--- config.mk ---
export PLATFORM = sky130hd
export DESIGN_NAME = video_dither_out
export DESIGN_NICKNAME = d
export VERILOG_FILES = /design/src/rtl/video_pkg.sv /design/src/rtl/dither_channel.sv /design/src/rtl/video_dither_out.sv
export SDC_FILE = /design/constraint.sdc
export NUM_CORES = 1
export LEC_CHECK = 0
export CORE_ASPECT_RATIO = 1.75
export CORE_MARGIN = 2
export CORE_UTILIZATION = 45
export CTS_CLUSTER_DIAMETER = 120
export DETAILED_ROUTE_END_ITERATION = 10
export HOLD_SLACK_MARGIN = 0.02
export PLACE_DENSITY_LB_ADDON = 0.08
export SYNTH_ARGS = -nofsm -noshare
export SYNTH_HDL_FRONTEND = slang
export SYNTH_SLANG_ARGS = --single-unit
--- constraint.sdc ---
create_clock -name clk -period 3.5 [get_ports clk]
set_clock_uncertainty 0.1 [all_clocks]
set_input_delay 0.7 -clock clk [delete_from_list [all_inputs] [get_ports clk]]
set_output_delay 0.7 -clock clk [all_outputs]
set_load 0.005 [all_outputs]
--- src/rtl/video_pkg.sv ---
// video_pkg: shared constants and helpers for the video output stage.
//   BAYER4 / BAYER2  : ordered-dither threshold tables, indexed [y][x].
//   dither_mode_e    : dither algorithm selector (DITHER_MODE parameter value).
//   scale_threshold  : scales a 0..15 Bayer threshold to the number of bits
//                      being dropped, so that the scaled value is always
//                      below 2^drop.
package video_pkg;

  typedef enum logic [1:0] {
    DM_TRUNC    = 2'd0,  // plain truncation
    DM_ORD2     = 2'd1,  // ordered 2x2
    DM_ORD4     = 2'd2,  // ordered 4x4
    DM_TEMPORAL = 2'd3   // ordered 4x4 with per-frame rotation
  } dither_mode_e;

  localparam logic [3:0] BAYER4 [4][4] = '{
    '{4'd0,  4'd8,  4'd2,  4'd10},
    '{4'd12, 4'd4,  4'd14, 4'd6 },
    '{4'd3,  4'd11, 4'd1,  4'd9 },
    '{4'd15, 4'd7,  4'd13, 4'd5 }
  };

  localparam logic [1:0] BAYER2 [2][2] = '{
    '{2'd0, 2'd2},
    '{2'd3, 2'd1}
  };

  // t is a 4-bit threshold (0..15); the result lines its MSB up with the
  // highest dropped bit. Valid for drop up to 31 bits.
  function automatic logic [31:0] scale_threshold(input logic [3:0] t, input int drop);
    if (drop >= 4) return {28'd0, t} << (drop - 4);
    else           return {28'd0, t} >> (4 - drop);
  endfunction

endpackage

--- src/rtl/dither_channel.sv ---
// dither_channel: one colour channel of the dithering pipeline.
//   Stage 1 adds the (already scaled) threshold to the pixel with
//   saturation and keeps only the surviving top OUT_BITS bits.
//   Stage 2 blanks the result outside the active window.
// Ports:
//   clk, reset   clock, asynchronous active-high reset
//   dither_act   1 = add ts to this pixel, 0 = plain truncation
//   ts           scaled threshold, IN_BITS+1 wide
//   in_pix       input colour value
//   win_s1       window qualifier aligned with the stage-1 register
//   out_pix      registered output colour (2 clk after in_pix)
module dither_channel
  import video_pkg::*;
#(
  parameter int IN_BITS  = 8,
  parameter int OUT_BITS = 3
) (
  input  logic                clk,
  input  logic                reset,
  input  logic                dither_act,
  input  logic [IN_BITS:0]    ts,
  input  logic [IN_BITS-1:0]  in_pix,
  input  logic                win_s1,
  output logic [OUT_BITS-1:0] out_pix
);

  localparam int DROP = IN_BITS - OUT_BITS;

  logic [IN_BITS:0]    sum;
  logic [OUT_BITS-1:0] hi_d, hi_q;
  logic [OUT_BITS-1:0] out_d, out_q;

  always_comb begin
    // One extra bit catches the carry; a carry means the true sum exceeded
    // full scale, so clamp to all-ones instead of wrapping to black.
    sum   = {1'b0, in_pix} + (dither_act ? ts : '0);
    hi_d  = sum[IN_BITS] ? '1 : OUT_BITS'(sum >> DROP);
    out_d = win_s1 ? hi_q : '0;
  end

  always_ff @(posedge clk or posedge reset) begin
    if (reset) begin
      hi_q  <= '0;
      out_q <= '0;
    end else begin
      hi_q  <= hi_d;
      out_q <= out_d;
    end
  end

  assign out_pix = out_q;

endmodule

--- src/rtl/video_dither_out.sv ---
// video_dither_out: video output stage between the core video port and the
// board DAC pins. Reduces IN_BITS-per-channel RGB to OUT_BITS using ordered
// dithering (optionally frame-rotated), blanks outside the active window and
// re-polarises the syncs. Every output is registered with 2 clk latency.
// Ports:
//   clk, reset                      clock, asynchronous active-high reset
//   dither_en                       0 forces plain truncation
//   in_red/in_green/in_blue         IN_BITS colour inputs
//   in_hsync/in_vsync               syncs, active level HS_IN_POL/VS_IN_POL
//   in_window                       active-video qualifier
//   out_red/out_green/out_blue      OUT_BITS dithered colour
//   out_hsync/out_vsync             syncs, active level HS_OUT_POL/VS_OUT_POL
//   out_de                          in_window delayed 2 clk
module video_dither_out
  import video_pkg::*;
#(
  parameter int IN_BITS     = 8,
  parameter int OUT_BITS    = 3,
  parameter int DITHER_MODE = 2,
  parameter bit HS_IN_POL   = 1'b0,
  parameter bit VS_IN_POL   = 1'b0,
  parameter bit HS_OUT_POL  = 1'b0,
  parameter bit VS_OUT_POL  = 1'b0
) (
  input  logic                clk,
  input  logic                reset,
  input  logic                dither_en,
  input  logic [IN_BITS-1:0]  in_red,
  input  logic [IN_BITS-1:0]  in_green,
  input  logic [IN_BITS-1:0]  in_blue,
  input  logic                in_hsync,
  input  logic                in_vsync,
  input  logic                in_window,
  output logic [OUT_BITS-1:0] out_red,
  output logic [OUT_BITS-1:0] out_green,
  output logic [OUT_BITS-1:0] out_blue,
  output logic                out_hsync,
  output logic                out_vsync,
  output logic                out_de
);

  localparam int           DROP = IN_BITS - OUT_BITS;
  localparam dither_mode_e MODE = dither_mode_e'(DITHER_MODE[1:0]);

  // Sync activity flags and their one-cycle delayed copies for edge detect.
  logic hs_act, vs_act, hs_edge, vs_edge;
  logic hs_prev_d, hs_prev_q, vs_prev_d, vs_prev_q;

  // Screen position within the 4x4 dither cell, and frame phase.
  logic [1:0] x_d, x_q, y_d, y_q, frame_d, frame_q;

  // Sync/window pipe: stage 1 carries active flags, stage 2 output levels.
  logic hs_s1_d, hs_s1_q, vs_s1_d, vs_s1_q, win_s1_d, win_s1_q;
  logic hs_out_d, hs_out_q, vs_out_d, vs_out_q, win_s2_d, win_s2_q;

  logic [1:0]       xi, yi;
  logic [3:0]       t;
  logic [IN_BITS:0] ts;
  logic             dither_act;

  always_comb begin
    hs_act  = (in_hsync == HS_IN_POL);
    vs_act  = (in_vsync == VS_IN_POL);
    hs_edge = hs_act & ~hs_prev_q;
    vs_edge = vs_act & ~vs_prev_q;

    hs_prev_d = hs_act;
    vs_prev_d = vs_act;

    x_d = x_q;
    if (hs_edge)        x_d = 2'd0;
    else if (in_window) x_d = x_q + 2'd1;

    // A vsync edge outranks a coincident hsync edge so each frame starts at row 0.
    y_d = y_q;
    if (vs_edge)      y_d = 2'd0;
    else if (hs_edge) y_d = y_q + 2'd1;

    frame_d = vs_edge ? frame_q + 2'd1 : frame_q;

    hs_s1_d  = hs_act;
    vs_s1_d  = vs_act;
    win_s1_d = in_window;
    hs_out_d = hs_s1_q ? HS_OUT_POL : ~HS_OUT_POL;
    vs_out_d = vs_s1_q ? VS_OUT_POL : ~VS_OUT_POL;
    win_s2_d = win_s1_q;
  end

  // Threshold for the pixel currently entering stage 1. The temporal mode
  // slides the 4x4 cell by one column per frame and one row every two
  // frames, so the pattern at any pixel cycles over four frames.
  always_comb begin
    xi = x_q + ((MODE == DM_TEMPORAL) ? frame_q : 2'd0);
    yi = y_q + ((MODE == DM_TEMPORAL) ? {1'b0, frame_q[1]} : 2'd0);
    case (MODE)
      DM_ORD2:     t = {BAYER2[y_q[0]][x_q[0]], 2'b00};
      DM_ORD4:     t = BAYER4[yi][xi];
      DM_TEMPORAL: t = BAYER4[yi][xi];
      default:     t = 4'd0;
    endcase
    ts         = (IN_BITS+1)'(scale_threshold(t, DROP));
    dither_act = dither_en && (MODE != DM_TRUNC) && (DROP != 0);
  end

  always_ff @(posedge clk or posedge reset) begin
    if (reset) begin
      hs_prev_q <= 1'b0;
      vs_prev_q <= 1'b0;
      x_q       <= 2'd0;
      y_q       <= 2'd0;
      frame_q   <= 2'd0;
      hs_s1_q   <= 1'b0;
      vs_s1_q   <= 1'b0;
      win_s1_q  <= 1'b0;
      hs_out_q  <= ~HS_OUT_POL;
      vs_out_q  <= ~VS_OUT_POL;
      win_s2_q  <= 1'b0;
    end else begin
      hs_prev_q <= hs_prev_d;
      vs_prev_q <= vs_prev_d;
      x_q       <= x_d;
      y_q       <= y_d;
      frame_q   <= frame_d;
      hs_s1_q   <= hs_s1_d;
      vs_s1_q   <= vs_s1_d;
      win_s1_q  <= win_s1_d;
      hs_out_q  <= hs_out_d;
      vs_out_q  <= vs_out_d;
      win_s2_q  <= win_s2_d;
    end
  end

  dither_channel #(.IN_BITS(IN_BITS), .OUT_BITS(OUT_BITS)) u_red (
    .clk(clk), .reset(reset), .dither_act(dither_act), .ts(ts),
    .in_pix(in_red), .win_s1(win_s1_q), .out_pix(out_red)
  );

  dither_channel #(.IN_BITS(IN_BITS), .OUT_BITS(OUT_BITS)) u_green (
    .clk(clk), .reset(reset), .dither_act(dither_act), .ts(ts),
    .in_pix(in_green), .win_s1(win_s1_q), .out_pix(out_green)
  );

  dither_channel #(.IN_BITS(IN_BITS), .OUT_BITS(OUT_BITS)) u_blue (
    .clk(clk), .reset(reset), .dither_act(dither_act), .ts(ts),
    .in_pix(in_blue), .win_s1(win_s1_q), .out_pix(out_blue)
  );

  assign out_hsync = hs_out_q;
  assign out_vsync = vs_out_q;
  assign out_de    = win_s2_q;

endmodule

==> results of run 1 <==
[cell families after synthesis]
family                   count (synthesis)  share of synthesized area (%)
adder cells (fa/ha/maj)                 11                           10.7
AO/OA/AOI/OAI                           21                           12.3
buffers and inverters                   13                           3.80
flip-flops                              28                           54.8
multiplexers                             4                           3.22
XOR/XNOR                                 4                           2.73
AND/OR/NAND/NOR                         30                           12.5
[sequential cells by signal (all words and copies together), names as in the netlist]
register / cells
u_blue.hi_q: 3
u_blue.out_pix: 3
u_green.hi_q: 3
u_green.out_pix: 3
u_red.hi_q: 3
u_red.out_pix: 3
x_q: 2
y_q: 2
hs_s1_q: 1
out_de: 1
out_hsync: 1
out_vsync: 1
vs_s1_q: 1
win_s1_q: 1
[power by group through the flow]
stage / logic (mW) / clock network, mW / registers (mW)
4_1_cts: 0.201 / 0.204 / 0.384
3_5_place_dp: 0.198 / 0 / 0.391
3_3_place_gp: 0.188 / 0 / 0.388
5_1_grt: 0.226 / 0.215 / 0.388
2_1_floorplan: 0.118 / 0 / 0.386
6_report: 0.198 / 0.196 / 0.383
[how the worst max path moves through the flow]
stage,start,endpoint,slack [ns],cells after the start
after detailed placement,dither_en,u_red.hi_q[1],0.59,7
after floorplan,dither_en,u_red.hi_q[1],1.43,5
after global placement,dither_en,u_red.hi_q[1],0.65,7
after CTS,dither_en,u_red.hi_q[1],0.88,7
after global routing,dither_en,u_red.hi_q[1],0.77,7
final,dither_en,u_red.hi_q[1],0.88,7
[cell usage in the layout (no fill, tap or decap), drive strengths merged]
master,instances
xor2,2
a21oi,5
nor2,8
mux2i,3
a221oi,3
dfstp,2
inv,13
nor3,3
dfrtp,26
a21o,3
o21ai,5
clkdlybuf4s50,38
nand2,4
nand2b,1
a2bb2oi,2
mux2,1
and2,11
nand4,3
xnor2,2
clkbuf,4
a22oi,3
ha,11
[layout make-up]
class                   instances  area (sq um)
clock buffers                   4          55.1
repair buffers                 38           380
flip-flops and latches         28           703
multi-input cells              70           532
well taps                      27          33.8
fillers                       231           968
inverters                      13          48.8
[per-layer routing]
| metal | GRT usage, % | wire length [microns] | share of wire, % | vias up |
|---|---|---|---|---|
| met5 | 0 | 0 | 0 | - |
| met4 | 10.4 | 76 | 3.1 | 0 |
| met3 | 3.36 | 115 | 4.8 | 7 |
| li1 | - | - | - | 461 |
| met2 | 30.9 | 1310 | 54 | 28 |
| met1 | 17.1 | 911 | 38 | 435 |
[stage by stage]
stage          cell area [sq um]  utilization [%]  cells
6_report                    1750             64.4    180
5_1_grt                     1750             64.4    180
4_1_cts                     1750             64.4    180
3_5_place_dp                1700             62.4    176
3_3_place_gp                1700             62.4    176
2_1_floorplan               1280                -    111
[critical path: stages]
cell	delay (ns)
sky130_fd_sc_hd__clkdlybuf4s50_1	0.59
sky130_fd_sc_hd__o21ai_0	0.12
sky130_fd_sc_hd__a21oi_1	0.27
sky130_fd_sc_hd__ha_1	0.24
sky130_fd_sc_hd__nor3_1	0.07
sky130_fd_sc_hd__a221oi_2	0.32
sky130_fd_sc_hd__mux2_1	0.36
==> impl_metrics.tcl, run 1 <==
set metrics [dict create \
    gpl.final_weighted_congestion 0.803 \
    port_buf_inserts 38 \
    power.clock.fraction_pct 25.3 \
    critical_path.endpoint_type "register" \
    synthesis.nets 152 \
    tritoncts "yes" \
    cts_hold_buf 0 \
    die_w_microns 44.4 \
    routed_wl_microns 2420 \
    maximum_number_of_pins_on_one_net_before_global_route_repair 29 \
    grt_usage_pct 17.0 \
    number_of_buffers_inserted_during_clock_tree_synthesis 3 \
    post-place-ws_ns 0.595 \
    grt_first_pass_wirelength_microns 4060 \
    synth.most_common_cell "sky130_fd_sc_hd__dfrtp_1" \
    synth_enable_flop_cells 0 \
    drive_gt1_share_pct 6.54 \
    worst_r2r_path_depth 8 \
    p_total_mw 0.777 \
    status "finished, final reports clean" \
    min-delay-path-class "register to register" \
    postSynthCellCount 111 \
    cts-root-buf "sky130_fd_sc_hd__clkbuf_8" \
    cts-htree-levels 1 \
    cts.clk_slew.worst_paths_ns 0.09 \
    timing_worst_slew_pin_value_ns 1.03 \
    net_switching_power_figure_mw 0.210 \
    io_pins 42 \
    post_dr_vias_cell 5.17 \
    power.leakage_nw 0.800 \
    finalHoldViolCount 0 \
    timing.hold.worst_path_depth 1 \
    die_h_microns 74.7 \
    post_cts.repair.setup_buffers 0 \
    floorplan.core_area_sq_um 2720 \
    routedWlPerCell_microns 13.4 \
    antenna_violating_nets_post_route 0 \
    ys_ff_latch 28 \
    antenna_found_initial 0 \
    grt_setup_unrepaired "no" \
    ys_dominant_reg_cell "sky130_fd_sc_hd__dfrtp_1" \
    synth.yosys.seq_area_share_pct 54.8 \
    synth_top_area_share_pct 50.7 \
    post_synth_main_area_contributors "sky130_fd_sc_hd__dfrtp_1 51%, sky130_fd_sc_hd__ha_1 11%, sky130_fd_sc_hd__and2_1 5.4%, sky130_fd_sc_hd__dfstp_2 4.1%, sky130_fd_sc_hd__inv_1 3.8%" \
    timing_worst_setup_path_type "input pin to register" \
    grt_overflow 0 \
    synth_commonest_cells "26 x sky130_fd_sc_hd__dfrtp_1, 13 x sky130_fd_sc_hd__inv_1, 11 x sky130_fd_sc_hd__and2_1, 11 x sky130_fd_sc_hd__ha_1, 8 x sky130_fd_sc_hd__nor2_1" \
    min-delay-start "vs_s1_q" \
    switching_share_pct 27.1 \
    fmaxAchievable_mhz 381 \
    dr.pass1.iters 4 \
    area_growth_syn_to_layout_pct 36.5 \
    clk_path_buf_depth 2 \
    power.internal_mw 0.567 \
    crit_path_start_kind "input pin" \
    hpwl_microns 1930 \
    final_max_slew_viol_count 0 \
    clkLatencyLatePin_ns 0.27 \
    pwr_density_cell_nw_per_um2 443 \
    reg2reg_from "y_q[1]" \
    holdWs_ns 0.300 \
    yosys_warnings 0 \
    synthesis.area_per_instance_sq_um 11.6 \
    drt_iter0_markers 18 \
    remaining_drc_errors 0 \
    timing.final.crit_period_ns 2.62 \
    max_slew_margin_pct 31.5 \
    finalSetupViolations 0 \
    power.sequential.fraction_pct 49.3 \
    power_frac_comb_pct 25.4 \
    cts_sinks 28 \
    cp_data_arrival_time_ns 2.68 \
    postSynth.asyncResetShare_pct 100 \
    die_area_sq_um 3310 \
    initial_utilization_pct 47.2 \
    vias_in_the_first_global_route 950 \
    worst-endpoint-required_ns 3.56 \
    finalCritPeriodShare_pct 74.9 \
    regToRegEndpoint "u_red.hi_q[1]" \
    timing.critical_path.fanout_max 6 \
    syn-cell-area_sq_um 1280 \
    synth.largest_area_cell "sky130_fd_sc_hd__dfrtp_1" \
    worst_ir_drop_vdd_v 0.000292 \
    slack_of_the_worst_reg_to_reg_path_ns 1.24 \
    hold_end "out_vsync" \
    setup_ws_ns 0.878 \
    antennaDiodeCount 0 \
    fin_nets 195 \
    maxCapViolCount 0 \
    synthDistinctLibCells 21 \
    ctsResizeCount 0 \
    vias 931 \
    placementRows 25 \
    totalNegativeSetupSlack_ns 0 \
]
(Power assumes the default switching activity.)
==> run 2, diff against run 1 <==
==> constraint.sdc (replaced) <==
create_clock -name clk -period 2.59 [get_ports clk]
set_clock_uncertainty 0.1 [all_clocks]
set_input_delay 0.518 -clock clk [delete_from_list [all_inputs] [get_ports clk]]
set_output_delay 0.518 -clock clk [all_outputs]
set_load 0.005 [all_outputs]
==> run 2 against run 1 <==
Net effect: largest cell class unchanged; design area rose by 1.7%; global-route usage increased by 0.34 points; routed wire length down 1.1%; register-to-register slack got worse by 0.88 ns; critical path depth decreased by 1; combinational power increased by 39%; via count rose by 3.7%; non-clock buffer count is 4 higher; clock-buffer cell count unchanged; die area unchanged; sequential share of layout area shrank 0.68 points.
==> impl_metrics.tcl, run 2 (synthesis gave the netlist of run 1 again) <==
set metrics [dict create \
    die_h_microns 74.7 \
    critical_path_buf_inv_count 1 \
    port_buf_inserts 38 \
    placementRows 25 \
    area_growth_syn_to_layout_pct 38.9 \
    commonest_non_fill_non_tap_cells_in_the_layout "38 x sky130_fd_sc_hd__clkdlybuf4s50_1, 26 x sky130_fd_sc_hd__dfrtp_1, 13 x sky130_fd_sc_hd__inv_1" \
    hpwl_microns 1960 \
    clk_path_buf_depth 2 \
    fin_nets 199 \
    max_slew_margin_pct 77.1 \
    die_w_microns 44.4 \
    worst-endpoint-required_ns 2.65 \
    totalNegativeSetupSlack_ns 0 \
    ctsResizeCount 0 \
    grt_overflow 0 \
    antenna_found_initial 0 \
    cts_hold_buf 0 \
    cp_cell_sequence "clkdlybuf4s50_1 > and2_1 > ha_1 > nand4_2 > a221oi_2 > mux2_1" \
    grt_first_pass_wirelength_microns 4150 \
    critical_path.endpoint_type "register" \
    post_dr_vias_cell 5.24 \
    finalCritPeriodShare_pct 86.7 \
    finalSetupViolations 0 \
    post_cts.repair.setup_buffers 0 \
    slack_of_the_worst_reg_to_reg_path_ns 0.36 \
    pwr_density_cell_nw_per_um2 593 \
    routed_wl_microns 2390 \
    cts-root-buf "sky130_fd_sc_hd__clkbuf_8" \
    antenna_violating_nets_post_route 0 \
    mostFrequentLayoutCell "sky130_fd_sc_hd__clkdlybuf4s50_1" \
    io_pins 42 \
    fmaxAchievable_mhz 445 \
    remaining_drc_errors 0 \
    timing.final.crit_period_ns 2.25 \
    cts-htree-levels 1 \
    min-delay-start "vs_s1_q" \
    crit_path_start_kind "input pin" \
    drive_gt1_share_pct 8.92 \
    gpl.final_weighted_congestion 0.830 \
    cp_data_arrival_time_ns 2.31 \
    drt_iter0_markers 21 \
    maxCapViolCount 0 \
    number_of_buffers_inserted_during_clock_tree_synthesis 3 \
    vias 965 \
    timing_worst_setup_path_type "input pin to register" \
    antennaDiodeCount 0 \
    min-delay-path-class "register to register" \
    status "finished, final reports clean" \
    timing.critical_path.fanout_max 5 \
    regToRegEndpoint "u_red.hi_q[1]" \
    initial_utilization_pct 47.2 \
    critical-path-slowest-cell "sky130_fd_sc_hd__clkdlybuf4s50_1" \
    startpoint "dither_en" \
    power.leakage_nw 0.820 \
    routedWlPerCell_microns 13.0 \
    hold_end "out_vsync" \
    grt_setup_unrepaired "no" \
    crit_path_max_incr_delay_ns 0.48 \
    holdWs_ns 0.288 \
    reg2reg_from "y_q[1]" \
    timing_worst_slew_pin_value_ns 0.343 \
    dr.pass1.iters 4 \
    path_delay_family "buffers and inverters" \
    die_area_sq_um 3310 \
    final_max_slew_viol_count 0 \
    cts.clk_slew.worst_paths_ns 0.09 \
    worst_r2r_path_depth 8 \
    worst_ir_drop_vdd_v 0.000411 \
    grt_usage_pct 17.3 \
    maximum_number_of_pins_on_one_net_before_global_route_repair 29 \
    finalHoldViolCount 0 \
    clkLatencyLatePin_ns 0.27 \
    tritoncts "yes" \
    vias_in_the_first_global_route 1066 \
    floorplan.core_area_sq_um 2720 \
    cts_sinks 28 \
    timing.hold.worst_path_depth 1 \
]
## run 2: cell count changes in the layout (fill, tap and decap cells not counted), sizes merged
cell / before / now
buf: 0 / 4
## run 2: metal layers
layer  vias up  share of wire (%)  track usage (%)
li1        469                  -                -
met1       465                 35             15.1
met2        26                 58             35.3
met3         5                3.8             2.64
met4         0                2.3             9.09
met5         -                  0                0
## run 2: cell type report
cell class / instances / area [sq um]
fillers: 243 / 938
flip-flops and latches: 28 / 703
multi-input cells: 70 / 532
repair buffers: 42 / 410
clock buffers: 4 / 55.1
inverters: 13 / 48.8
well taps: 27 / 33.8
## run 2: worst max path at each step
stage | endpoint | slack (ns) | cells past startpoint
3_5_place_dp | u_red.hi_q[1] | 0.05 | 6
5_1_grt | u_red.hi_q[1] | 0.21 | 7
3_3_place_gp | u_red.hi_q[1] | 0.09 | 6
2_1_floorplan | u_red.hi_q[1] | 0.56 | 8
4_1_cts | u_red.hi_q[1] | 0.34 | 6
6_report | u_red.hi_q[1] | 0.34 | 6
## run 2: worst reg2reg max path, cell delays in order, from the launching register on
cell                       delay, ns
sky130_fd_sc_hd__dfrtp_1        0.48
sky130_fd_sc_hd__inv_1          0.08
sky130_fd_sc_hd__ha_1           0.20
sky130_fd_sc_hd__nor2_1         0.11
sky130_fd_sc_hd__a21oi_1        0.10
sky130_fd_sc_hd__ha_1           0.28
sky130_fd_sc_hd__o21ai_0        0.12
sky130_fd_sc_hd__a221oi_2       0.31
sky130_fd_sc_hd__mux2_1         0.35
## run 2: report_power, final
group | total (mW) | leakage [nW] | internal (mW) | switching (mW)
sequential | 0.517 | 0.339 | 0.487 | 0.0299
clock | 0.265 | 0.0288 | 0.136 | 0.129
combinational | 0.276 | 0.452 | 0.151 | 0.125
total | 1.06 | 0.820 | 0.774 | 0.284
## run 2: per-stage QoR
stage	utilization, %	worst slack, ns	cells	area, sq um	total power, mW
6_report	65.5	0.344	184	1780	1.06
5_1_grt	65.5	0.208	184	1780	1.13
4_1_cts	65.5	0.337	184	1780	1.08
3_5_place_dp	63.5	0.0485	180	1730	0.805
3_3_place_gp	63.5	0.0883	180	1730	0.789
2_1_floorplan	-	0.559	111	1280	0.681
==> run 3, diff against run 2 <==
--- a/config.mk
+++ b/config.mk
@@ -10,6 +10,7 @@
 export CORE_UTILIZATION = 45
 export CTS_CLUSTER_DIAMETER = 120
 export DETAILED_ROUTE_END_ITERATION = 10
+export GPL_ROUTABILITY_DRIVEN = 0
 export HOLD_SLACK_MARGIN = 0.02
 export PLACE_DENSITY_LB_ADDON = 0.08
 export SYNTH_ARGS = -nofsm -noshare
==> results of run 3 <==
Same layout as run 2: the final DEF is identical, and so are final timing and power.
